## src/rtl/booth8_seq_mult.sv

```systemverilog
// Iterative radix-8 Booth multiplier: one 3-bit multiplier group per clock into a
// single accumulator, with signed/unsigned operands selected per transaction.
module booth8_seq_mult #(
   parameter int BITS = 11,
   parameter int NGRP = (BITS + 3) / 3
) (
   input  logic              iClk,
   input  logic              iRst,
   input  logic              iValid,
   output logic              oReady,
   input  logic              iSigned,
   input  logic [BITS-1:0]   iM,
   input  logic [BITS-1:0]   iQ,
   output logic              oValid,
   input  logic              iReady,
   output logic [2*BITS-1:0] oZ,
   output logic              oBusy
);

   localparam int MW = BITS + 3;
   localparam int PW = BITS + 4;
   localparam int QW = 3 * NGRP + 1;
   localparam int EW = QW - 1 - BITS;
   localparam int AW = 2 * BITS + 3;
   localparam int CW = $clog2(NGRP) + 1;

   typedef enum logic [1:0] {IDLE, CALC, DONE} state_t;

   state_t          state_reg, state_next;
   logic [CW-1:0]   cnt_reg;
   logic [MW-1:0]   m_reg, m3_reg;
   logic [QW-1:0]   q_reg;
   logic [AW-1:0]   acc_reg;

   logic            accept;
   logic            last_grp;
   logic [MW-1:0]   m_ext;
   logic [QW-1:0]   q_ext;
   logic [PW-1:0]   m1_x, m2_x, m3_x, m4_x;
   logic [PW-1:0]   mag;
   logic            neg;
   logic [PW-1:0]   pp;
   logic [AW-1:0]   pp_ext;
   logic [7:0]      shamt;
   logic            unused_acc_hi;

   assign accept   = iValid && (state_reg == IDLE);
   assign last_grp = (cnt_reg == CW'(NGRP - 1));

   // Zero-extension in unsigned mode keeps the top Booth window non-negative.
   assign m_ext = iSigned ? {{3{iM[BITS-1]}}, iM} : {3'b000, iM};
   assign q_ext = {{EW{iSigned & iQ[BITS-1]}}, iQ, 1'b0};

   always_ff @(posedge iClk) begin
      if (iRst) begin
         state_reg <= IDLE;
      end else begin
         state_reg <= state_next;
      end
   end

   always_comb begin
      state_next = state_reg;
      case (state_reg)
         IDLE:    if (iValid) state_next = CALC;
         CALC:    if (last_grp) state_next = DONE;
         DONE:    if (iReady) state_next = IDLE;
         default: state_next = IDLE;
      endcase
   end

   always_comb begin
      oReady = (state_reg == IDLE);
      oValid = (state_reg == DONE);
      oBusy  = (state_reg != IDLE);
      oZ     = acc_reg[2*BITS-1:0];
   end

   assign m1_x = {m_reg[MW-1], m_reg};
   assign m2_x = m1_x << 1;
   assign m3_x = {m3_reg[MW-1], m3_reg};
   assign m4_x = m1_x << 2;

   always_comb begin
      mag = '0;
      neg = 1'b0;
      case (q_reg[3:0])
         4'b0001, 4'b0010: mag = m1_x;
         4'b0011, 4'b0100: mag = m2_x;
         4'b0101, 4'b0110: mag = m3_x;
         4'b0111:          mag = m4_x;
         4'b1000:          begin mag = m4_x; neg = 1'b1; end
         4'b1001, 4'b1010: begin mag = m3_x; neg = 1'b1; end
         4'b1011, 4'b1100: begin mag = m2_x; neg = 1'b1; end
         4'b1101, 4'b1110: begin mag = m1_x; neg = 1'b1; end
         default:          mag = '0;
      endcase
   end

   assign pp     = neg ? (~mag + PW'(1)) : mag;
   assign pp_ext = {{(AW - PW){pp[PW-1]}}, pp};
   assign shamt  = 8'(cnt_reg) * 8'd3;

   // The multiplier shifts right so the current window always sits in q_reg[3:0].
   always_ff @(posedge iClk) begin
      if (iRst) begin
         cnt_reg <= '0;
         acc_reg <= '0;
         m_reg   <= '0;
         m3_reg  <= '0;
         q_reg   <= '0;
      end else if (accept) begin
         cnt_reg <= '0;
         acc_reg <= '0;
         m_reg   <= m_ext;
         m3_reg  <= m_ext + (m_ext << 1);
         q_reg   <= q_ext;
      end else if (state_reg == CALC) begin
         cnt_reg <= cnt_reg + CW'(1);
         acc_reg <= acc_reg + (pp_ext << shamt);
         q_reg   <= q_reg >> 3;
      end
   end

   assign unused_acc_hi = ^acc_reg[AW-1:2*BITS];

endmodule

```

## config.mk

```make
export PLATFORM = sky130hd
export DESIGN_NAME = booth8_seq_mult
export DESIGN_NICKNAME = d
export VERILOG_FILES = /design/src/rtl/booth8_seq_mult.sv
export SDC_FILE = /design/constraint.sdc
export NUM_CORES = 1
export LEC_CHECK = 0
export BUFFER_PORTS_ARGS = -buffer_cell sky130_fd_sc_hd__buf_4
export CAP_MARGIN = 20
export CORE_MARGIN = 2
export CORE_UTILIZATION = 61
export DETAILED_ROUTE_END_ITERATION = 8
export GPL_ROUTABILITY_DRIVEN = 0
export GPL_TIMING_DRIVEN = 0
export PLACE_DENSITY_LB_ADDON = 0.08
export SYNTH_ARGS = -nofsm -noshare
export SYNTH_HDL_FRONTEND = slang
export SYNTH_SLANG_ARGS = --single-unit
```

## constraint.sdc

```tcl
create_clock -name iClk -period 10 [get_ports iClk]
set_clock_uncertainty 0.15 [all_clocks]
set_input_delay 3 -clock iClk [delete_from_list [all_inputs] [get_ports iClk]]
set_output_delay 3 -clock iClk [all_outputs]
set_load 0.005 [all_outputs]
```

==> flow_summary_export.csv <==
group,metric,value,unit
detailed_routing,detail-route-antenna-nets,0,
outcome,outcome,"completed",
clock_network,worst_skew_pair.late_latency,360,ps
power,peak_supply_drop,0.0925,mV
setup_path,cp-start-kind,"register",
clock_network,numClockSinks,64,
grt,grt_overflow,0,
cells_and_area,share_of_post_route_cells_with_drive_strength_above_1,0.129,
detailed_routing,firstDrtPassIters,8,
detailed_routing,wl,17400,um
clock_network,ctsHtreeMaxLevel,3,
setup_path,criticalPathCategory,"reg2reg",
floorplanning,die-height,104,um
timing,tightestPinTransition,942,ps
detailed_routing,avgRoutedWirePerCell,16.9,um
place,port_buffers,51,
timing,timing_hold_violations_final,0,
clock_network,clk_transition_reported_paths,70,ps
timing,setup_repair_after_global_routing_missed_its_margin,"false",
power,power_per_cell_area,124,nW/um^2
setup_path,top_delay_family_on_crit_path,"compound AO/OA/AOI/OAI gates",
timing,maxSlewHeadroom,0.368,
cells_and_area,layout.area.seq,1280,um^2
grt,grt_util_all_layers,0.312,
place,dpl-instance-area,6660,um^2
synth,synth_async_reset_ratio,0,
synth,synth.largest_area_cell,"dfxtp_1",
floorplanning,top_level_ports,52,
setup_path,slowest_stage,"xnor2_1",
timing,timing.hold.ws,305,ps
grt,antenna_violations_before_repair,0,
floorplanning,core,9730,um^2
synth,ys_warn_count,0,
timing,setup_violations,0,
synth,yosys.area_share.adder,0.0852,
power,p_leak,2.94,nW
cells_and_area,postLayoutCellArea,6880,um^2
clock_network,cts-buffers-inserted,9,
synth,syn_area,6110,um^2
place,hpwl,13400,um
floorplanning,die_x,104,um
synth,synth.yosys.seq_area_share,0.210,
cells_and_area,num-fill-cells,840,
detailed_routing,num_vias,6420,
synth,synth_edf_count,0,
synth,synthesis.instances,832,
grt,grt_first_pass_wirelength,28000,um
timing,finalCritPeriodShare,0.730,
floorplanning,die_area,10800,um^2
floorplanning,floorplan.initialDensity,0.628,
synth,synth_compound_area_frac,0.292,
run,maxCapViolCount,0,
timing,finalCriticalPeriod,7300,ps
synth,post_synthesis_mean_instance_area,7.34,um^2
timing,report.final.slew_viol_count,0,
cells_and_area,final_net_count,960,
timing,timing.fmax,0.137,GHz
synth,synth_fp_nets,898,
synth,yosysUniqueCellTypes,75,
synth,synthMuxAreaShare,0.0580,
setup_path,setup.worst_path.end_class,"register",
power,p_total,0.850,mW
setup_path,cp_num_buf_inv,3,
setup_path,critical-path-top-cell-by-count,"a21oi_1",
clock_network,clk_root_buffer_cell,"clkbuf_8",
synth,netlist.area_leader.share,0.210,
synth,synth_area_in_simple_gates,0.247,
clock_network,cts_hold_repair.buffers,0,
cells_and_area,antenna_cells_inserted,0,
setup_path,critical-path-max-stage-delay,570,ps
synth,synth.area.top_cells,"dfxtp_1, a21oi_1, nand2_1, ha_1, nor2_1",
synth,postSynth.topFlopCell,"dfxtp_1",
clock_network,cts_post_setup_buffers_inserted,0,
cells_and_area,largest_reg_flops,22,
detailed_routing,detailed_router_s_first_iteration_violation_count,536,
grt,grt_pass1_vias,5786,
cells_and_area,multi_input_area,4490,um^2
clock_network,post_cts_resize_count,0,
setup_path,worstPathArrival,7360,ps
synth,largest_family_of_logic_cells_by_synthesized_area,"compound AO/OA/AOI/OAI gates",
cells_and_area,area_growth_syn_to_layout,12.6,%
detailed_routing,routed_via_density,6.22,
grt,grt_max_degree,12,
synth,synth-seq-cells,64,
setup_path,crit_fanout,10,
clock_network,ctsLongestPathBuffers,2,
timing,setup_total_negative_slack,0,ps
detailed_routing,post-route-drc-count,0,
synth,yosys.area_share.xor_xnor,0.0529,
floorplanning,rows,36,
setup_path,required,10070,ps
clock_network,cts_tree,"done",
worst_hold_path,hp-class,"reg2reg",
cells in the final DEF (no fill, tap or decap), types with 19 or more instances in the layout:
cell	instances
dfxtp_1	64
mux2i_1	22
clkbuf_1	37
nor3_1	19
inv_1	25
nand2_1	127
xnor2_1	23
a21oi_1	107
nor2_1	64
o21ai_0	40
nor2b_1	20
ha_1	36
buf_4	51
stage by stage:
step	util	worst slack (ps)	instances
5_1_grt	0.707	2220	1032
2_1_floorplan	-	3810	832
3_3_place_gp	0.684	2970	1016
3_5_place_dp	0.684	2870	1016
6_report	0.707	2700	1032
4_1_cts	0.707	2800	1032
routing by layer:
metal / vias up / track usage / routed length [um]
met3: 30 / 0.0570 / 1180
met4: 0 / 0.0994 / 295
met5: - / 0 / 0
met2: 271 / 0.496 / 8030
met1: 2989 / 0.431 / 7930
li1: 3130 / - / -
logic make-up (layout without fill, tap and decap cells):
kind of cell / after synthesis / in the layout
mux: 32 / 32
buf+inv: 80 / 147
xor+xnor: 36 / 36
flops: 64 / 64
simple gates: 311 / 311
fa+ha+maj: 40 / 40
compound gates: 269 / 269
Yosys cell counts (3+ instances only):
library cell,count
nand2_1,127
a21oi_1,107
dfxtp_1,64
nor2_1,64
o21ai_0,40
clkbuf_1,36
ha_1,36
inv_1,25
xnor2_1,23
mux2i_1,22
nor2b_1,20
nor3_1,19
a22oi_1,16
nand3_1,16
a21o_1,14
a211oi_1,13
nand2b_1,12
xor2_1,12
and2_1,10
buf_2,10
and3b_1,8
nand3b_1,7
o31ai_1,7
a31oi_1,6
and3_1,6
buf_1,6
o211ai_1,6
mux2_2,5
o221a_2,5
o221ai_1,5
or2_2,5
a211o_1,4
o21a_1,4
o21ai_1,4
a221o_1,3
buf_6,3
fa_1,3
nor3b_1,3
nor4_2,3
o22ai_1,3
o32ai_1,3
power breakdown:
| group | switching (mW) | internal (mW) |
|---|---|---|
| registers | 0.0145 | 0.269 |
| logic | 0.190 | 0.125 |
| clock network | 0.105 | 0.147 |
worst min-delay path: stages, from the launching register on:
cell,delay (ps)
dfxtp_1,310
nand2_1,50
a21oi_1,50
final timing paths:
check	endpoint	from	slack, ps	depth (start not counted)
setup / recovery	acc_reg[21]$_SDFFE_PP0P_	q_reg[1]$_SDFFE_PP0P_	2700	27
setup reg to reg	acc_reg[21]$_SDFFE_PP0P_	q_reg[1]$_SDFFE_PP0P_	2700	27
hold / removal	m3_reg[10]$_SDFFE_PP0P_	m3_reg[10]$_SDFFE_PP0P_	300	2
hold reg to reg	m3_reg[10]$_SDFFE_PP0P_	m3_reg[10]$_SDFFE_PP0P_	300	2
cell type report:
class | instances | share of cell area
Buffer | 55 | 0.0351
Clock buffer | 11 | 0.0206
Clock inverter | 5 | 0.0116
Inverter | 25 | 0.0136
Multi-Input combinational cell | 688 | 0.653
Sequential cell | 64 | 0.186
Tap cell | 133 | 0.0242
Timing Repair Buffer | 51 | 0.0557
(Power assumes the default switching activity.)
